==> src/rtl/bootdata_pkg.sv <==
// Shared definitions for the boot-data upload initiator.
//   state_t                 : sender FSM state encoding
//   DEFAULT_RESET_CYCLES    : default length of the loader reset pulse
//   DEFAULT_TIMEOUT_CYCLES  : default ack wait limit before abort
//   TIMEOUT_W / SIZE_W      : widths of the ack timer and byte counter
package bootdata_pkg;

  typedef enum logic [2:0] {
    ST_IDLE,
    ST_RST,
    ST_FILL,
    ST_SEND,
    ST_GAP,
    ST_FIN
  } state_t;

  localparam int DEFAULT_RESET_CYCLES   = 16;
  localparam int DEFAULT_TIMEOUT_CYCLES = 1048576;
  localparam int TIMEOUT_W              = 24;
  localparam int SIZE_W                 = 16;

endpackage

==> src/rtl/bootdata_packer.sv <==
// Byte-to-word packer: big-endian lane placement, lane counter and
// remaining-byte counter for one transfer.
//   clk, reset      : clock, async active-high reset
//   load, size      : start of transfer, latch byte count, clear word
//   byte_stb/data   : accepted byte
//   clear           : clear word and lane between words
//   word            : packed word, left-aligned, zero-padded
//   word_full       : the strobed byte fills lane 3
//   last            : the strobed byte is the final byte of the transfer
//   empty           : no bytes remain
module bootdata_packer
  import bootdata_pkg::*;
(
  input  logic              clk,
  input  logic              reset,
  input  logic              load,
  input  logic [SIZE_W-1:0] size,
  input  logic              byte_stb,
  input  logic [7:0]        byte_data,
  input  logic              clear,
  output logic [31:0]       word,
  output logic              word_full,
  output logic              last,
  output logic              empty
);

  logic [1:0]        lane;
  logic [SIZE_W-1:0] remaining;

  assign word_full = byte_stb && (lane == 2'd3);
  assign last      = byte_stb && (remaining == SIZE_W'(1));
  assign empty     = (remaining == '0);

  always_ff @(posedge clk or posedge reset) begin
    if (reset) begin
      word      <= '0;
      lane      <= '0;
      remaining <= '0;
    end else if (load) begin
      word      <= '0;
      lane      <= '0;
      remaining <= size;
    end else if (clear) begin
      word <= '0;
      lane <= '0;
    end else if (byte_stb) begin
      // Lanes fill from the top so a short final word is already left-aligned.
      case (lane)
        2'd0:    word[31:24] <= byte_data;
        2'd1:    word[23:16] <= byte_data;
        2'd2:    word[15:8]  <= byte_data;
        default: word[7:0]   <= byte_data;
      endcase
      lane      <= lane + 2'd1;
      remaining <= remaining - SIZE_W'(1);
    end
  end

endmodule

==> src/rtl/bootdata_sender.sv <==
// Host-side boot-data upload initiator: packs a byte stream into 32-bit
// words and hands them to rom_loader with a req/ack handshake.
//   clk, reset              : clock, async active-high reset
//   start, size             : begin transfer of size bytes (ignored while busy)
//   in_data/valid/ready     : byte source handshake
//   host_bootdata/_req/_ack : word handshake toward the loader
//   host_bootdata_reset     : loader reset pulse at transfer start
//   busy, done, error       : status; error is sticky until the next start
//
// state | meaning
// IDLE  | waiting for start
// RST   | holding host_bootdata_reset for RESET_CYCLES
// FILL  | accepting bytes into the packing word
// SEND  | req high, waiting for ack or timeout
// GAP   | one req-low cycle between words
// FIN   | done pulse, back to IDLE
module bootdata_sender
  import bootdata_pkg::*;
#(
  parameter int RESET_CYCLES   = DEFAULT_RESET_CYCLES,
  parameter int TIMEOUT_CYCLES = DEFAULT_TIMEOUT_CYCLES
) (
  input  logic              clk,
  input  logic              reset,
  input  logic              start,
  input  logic [SIZE_W-1:0] size,
  input  logic [7:0]        in_data,
  input  logic              in_valid,
  output logic              in_ready,
  output logic [31:0]       host_bootdata,
  output logic              host_bootdata_req,
  input  logic              host_bootdata_ack,
  output logic              host_bootdata_reset,
  output logic              busy,
  output logic              done,
  output logic              error
);

  localparam logic [7:0]           RST_LAST = 8'(RESET_CYCLES - 1);
  localparam logic [TIMEOUT_W-1:0] TO_LAST  = TIMEOUT_W'(TIMEOUT_CYCLES - 1);

  state_t               state;
  logic [7:0]           rst_cnt;
  logic [TIMEOUT_W-1:0] to_cnt;

  logic pk_load, pk_clear, byte_stb;
  logic pk_full, pk_last, pk_empty;

  assign pk_load  = (state == ST_IDLE) && start;
  assign pk_clear = (state == ST_GAP);
  assign byte_stb = (state == ST_FILL) && in_ready && in_valid;

  bootdata_packer u_packer (
    .clk       (clk),
    .reset     (reset),
    .load      (pk_load),
    .size      (size),
    .byte_stb  (byte_stb),
    .byte_data (in_data),
    .clear     (pk_clear),
    .word      (host_bootdata),
    .word_full (pk_full),
    .last      (pk_last),
    .empty     (pk_empty)
  );

  always_ff @(posedge clk or posedge reset) begin
    if (reset) begin
      state               <= ST_IDLE;
      rst_cnt             <= '0;
      to_cnt              <= '0;
      in_ready            <= 1'b0;
      host_bootdata_req   <= 1'b0;
      host_bootdata_reset <= 1'b0;
      busy                <= 1'b0;
      done                <= 1'b0;
      error               <= 1'b0;
    end else begin
      done <= 1'b0;
      case (state)
        ST_IDLE: begin
          if (start) begin
            error               <= 1'b0;
            busy                <= 1'b1;
            host_bootdata_reset <= 1'b1;
            rst_cnt             <= RST_LAST;
            state               <= ST_RST;
          end
        end
        ST_RST: begin
          if (rst_cnt == 8'd0) begin
            host_bootdata_reset <= 1'b0;
            if (pk_empty) begin
              busy  <= 1'b0;
              done  <= 1'b1;
              state <= ST_FIN;
            end else begin
              in_ready <= 1'b1;
              state    <= ST_FILL;
            end
          end else begin
            rst_cnt <= rst_cnt - 8'd1;
          end
        end
        ST_FILL: begin
          // in_ready drops on the same edge that takes the closing byte.
          if (byte_stb && (pk_full || pk_last)) begin
            in_ready          <= 1'b0;
            host_bootdata_req <= 1'b1;
            to_cnt            <= '0;
            state             <= ST_SEND;
          end
        end
        ST_SEND: begin
          if (host_bootdata_ack) begin
            host_bootdata_req <= 1'b0;
            if (pk_empty) begin
              busy  <= 1'b0;
              done  <= 1'b1;
              state <= ST_FIN;
            end else begin
              state <= ST_GAP;
            end
          end else if (to_cnt == TO_LAST) begin
            error             <= 1'b1;
            host_bootdata_req <= 1'b0;
            busy              <= 1'b0;
            state             <= ST_IDLE;
          end else begin
            to_cnt <= to_cnt + TIMEOUT_W'(1);
          end
        end
        ST_GAP: begin
          in_ready <= 1'b1;
          state    <= ST_FILL;
        end
        ST_FIN: begin
          state <= ST_IDLE;
        end
        default: state <= ST_IDLE;
      endcase
    end
  end

endmodule

==> config.mk <==
export PLATFORM = sky130hd
export DESIGN_NAME = bootdata_sender
export DESIGN_NICKNAME = d
export VERILOG_FILES = /design/src/rtl/bootdata_pkg.sv /design/src/rtl/bootdata_packer.sv /design/src/rtl/bootdata_sender.sv
export SDC_FILE = /design/constraint.sdc
export NUM_CORES = 1
export LEC_CHECK = 0
export CAP_MARGIN = 20
export CORE_MARGIN = 5
export CORE_UTILIZATION = 49
export DETAILED_ROUTE_END_ITERATION = 10
export GPL_TIMING_DRIVEN = 0
export PLACE_DENSITY = 0.76
export SETUP_SLACK_MARGIN = 0.02
export SLEW_MARGIN = 30
export SYNTH_ARGS = -nofsm -noshare
export SYNTH_HDL_FRONTEND = slang
export SYNTH_SLANG_ARGS = --single-unit
export TNS_END_PERCENT = 20
==> constraint.sdc <==
create_clock -name clk -period 3 [get_ports clk]
set_input_delay 0.6 -clock clk [delete_from_list [all_inputs] [get_ports clk]]
set_output_delay 0.6 -clock clk [all_outputs]
set_load 0.02 [all_outputs]
==> results.yml <==
global_routing:
  grt_first_pass_wirelength_um: 18900
  first_global_vias: 3961
  antenna_found_initial: 0
  grt_max_degree: 66
  grt_use_total_pct: 20.2
  grt-ovfl-total: 0
layout:
  fillers: 790
  nNetsFinal: 616
  drive_above_1_share_pct: 6.01
  area_delta_synth_final_pct: 23.2
  antenna_cells: 0
timing:
  hold_viol_final: 0
  grt_setup_unrepaired: "no"
  min_period_ns: 2.55
  tightest_slew_ns: 0.835
  slew_violations: 0
  fin_skew_ns: 0.00933
  setup_viol: 0
  hold_ws_ns: 0.501
  maxSlewHeadroom_pct: 44.2
  fmax_ghz: 0.393
  period_share_pct: 84.9
power_and_ir_drop:
  finalPower_mw: 3.77
  power_per_cell_area_mw_per_mm2: 658
  ir_worst_vdd_mv: 0.345
  p_leak_nw: 2.36
worst_setup_path:
  r2r-start: "state[2]$_DFFE_PP0P_"
  slowest_delay_ns: 0.57
  critPathRequiredTime_ns: 3.27
  critPathLaunchType: "primary input"
  crit_arrival_ns: 2.82
  worstPathCellList: "clkdlybuf4s50_1 -> nand4bb_1 -> a21oi_1 -> clkbuf_1 -> o21ai_0 -> o21ai_0"
  path_class: "primary input to register"
  path_max_fanout: 10
  cpMaxStageDelayCell: "a21oi_1"
  crit_path_start: "host_bootdata_ack"
  end_kind: "register"
  crit_top_cell: "o21ai_0"
status:
  status: "completed"
logic_synthesis:
  synth_area_mm2: 0.00465
  synth_edf_count: 0
  synth-seq-cells: 91
  synth_cell_type_count: 57
  yosysSeqAreaShare_pct: 49.0
  synth_mux_area_share_pct: 1.08
  synth_warnings: 0
  synth_xor_area_share_pct: 5.46
  yosys.area_share.simple_pct: 25.1
  synthCells: 499
  synth-compound-area-share_pct: 13.5
  syn-mean-instance-area_um2: 9.32
  async_flop_share_pct: 100
  synth_top_family_by_area: "simple AND/OR/NAND/NOR gates"
  synth_fa_ha_area_share_pct: 2.69
  syn_nets: 538
  synth_flop_cell: "dfrtp_1"
clocking:
  clk_latency_ns: 0.35
  post-cts-setup-buffers: 0
  h-tree-depth: 3
  cts_tree: "yes"
  clkTransAtPathRegs_ns: 0.09
  cts_buffer_depth: 2
  cts_resized: 0
  hold_buffers: 0
  cts_made_buffers: 9
  cts_sinks: 91
  root_buffer: "clkbuf_8"
routing:
  wirelength_um: 11000
  first_iter_violations: 246
  via_count: 4002
  wl_per_cell_um: 15.5
  antenna_left: 0
  first_pass_iters: 6
  drc: 0
  viasPerCell: 5.63
floorplanning:
  start_util_pct: 50.3
  core_region_area_mm2: 0.00924
  boundaryPins: 67
  rows: 35
  die_w_um: 107
  die_h_um: 107
  dieArea_mm2: 0.0115
place:
  place_congestion: 0.907
  io_buffers: 66
  hpwl_um: 8100
hold_path:
  hp-class: "register to register"
  hold_path.startpoint: "to_cnt[23]$_DFFE_PP0P_"
run:
  maxCapViolations: 0
## layout by cell type (no fill, tap or decap), types with 7 or more instances in the layout
cell / Yosys / routed
a21oi_1: 43 / 43
and3_1: 9 / 9
clkbuf_8: 0 / 9
nor2_1: 28 / 28
inv_1: 14 / 13
nand3_1: 39 / 39
xor2_1: 7 / 7
nand4_1: 7 / 7
clkdlybuf4s50_1: 0 / 66
dfrtp_1: 91 / 91
nand2_1: 73 / 73
clkbuf_1: 16 / 16
o21ai_0: 24 / 24
ha_1: 10 / 10
nor3_1: 22 / 22
xnor2_1: 22 / 22
nor4_1: 9 / 9
## flip-flops by register name, indices dropped and copies added (netlist names)
register and flops:
u_packer.lane 2, host_bootdata_reset 1, in_ready 1, rst_cnt 8, u_packer.remaining 16, done 1, error 1, to_cnt 24
host_bootdata_req 1, u_packer.word 32, busy 1, state 3
## synth_stat cells (4+ instances only)
library cell,count,area (um2)
a211oi_1,4,30.0
dfrtp_1,91,2280
xnor2_1,22,193
a21oi_1,43,215
o21a_1,4,30.0
o21ai_0,24,120
or3_1,5,31.3
clkbuf_1,16,60.1
nand3_1,39,195
nor3_1,22,110
nor4_1,9,56.3
a22o_1,4,35.0
nor2_1,28,105
and2_1,4,25.0
buf_2,4,20.0
nand4_1,7,43.8
nand2_1,73,274
xor2_1,7,61.3
mux2i_1,5,50.1
ha_1,10,125
nor2b_1,4,25.0
nand2b_1,6,37.5
inv_1,14,52.6
and3_1,9,56.3
a211o_1,4,35.0
## layer usage
metal	wire (um)	global-route usage, %	vias to the layer above
met2	5500	33.5	81
li1	-	-	1926
met3	358	3.24	20
met5	0	0	-
met1	4990	26.9	1975
met4	193	6.94	0
## area by class of cell
class | count | area [um2] | share of cell area, %
flip-flops and latches | 91 | 2280 | 39.8
repair buffers | 67 | 688 | 12.0
clock buffers | 9 | 124 | 2.16
well taps | 129 | 161 | 2.82
clock inverters | 7 | 98.8 | 1.73
plain buffers | 23 | 98.8 | 1.73
inverters | 14 | 57.6 | 1.01
multi-input cells | 371 | 2220 | 38.8
## power by group
part           total, mW  internal, mW  switching [mW]  leakage [nW]
Combinational       1.10         0.482           0.622          1.04
Clock              0.933         0.477           0.456         0.111
Sequential          1.73          1.48           0.249          1.20
Total               3.77          2.44            1.33          2.36
## logic make-up after synthesis
group | count (synthesis)
compound gates | 100
xor+xnor | 29
fa+ha+maj | 10
buf+inv | 37
flops | 91
mux | 5
simple gates | 227
## worst max-delay path, delay by kind of cell
family	cells	cell delay, ns
AND/OR/NAND/NOR	1	0.40
AO/OA/AOI/OAI	3	0.83
buffers and inverters	2	0.97
## through the flow
stage	TNS (ns)	instances	setup WS (ns)	utilization, %	instance area, um2
detailed placement	0	695	0.0961	59.6	5500
finish	0	711	0.454	62.0	5730
global route	0	711	0.264	62.0	5730
CTS	0	711	0.484	62.0	5730
floorplan	0	499	0.0364	-	4650
global placement	-125.72	694	-1.39	59.2	5470
## worst paths after layout
path | slack (ns) | endpoint | cells past startpoint
worst max register to register | 0.53 | to_cnt[7]$_DFFE_PP0P_ | 6
worst max-delay path | 0.45 | to_cnt[7]$_DFFE_PP0P_ | 6
worst min register to register | 0.50 | to_cnt[23]$_DFFE_PP0P_ | 1
min in group asynchronous | 0.57 | to_cnt[9]$_DFFE_PP0P_ | 2
max in group asynchronous | 1.83 | rst_cnt[7]$_DFFE_PP0P_ | 3
worst min-delay path | 0.50 | to_cnt[23]$_DFFE_PP0P_ | 1
Note: power is estimated with default switching activity, not from simulation.
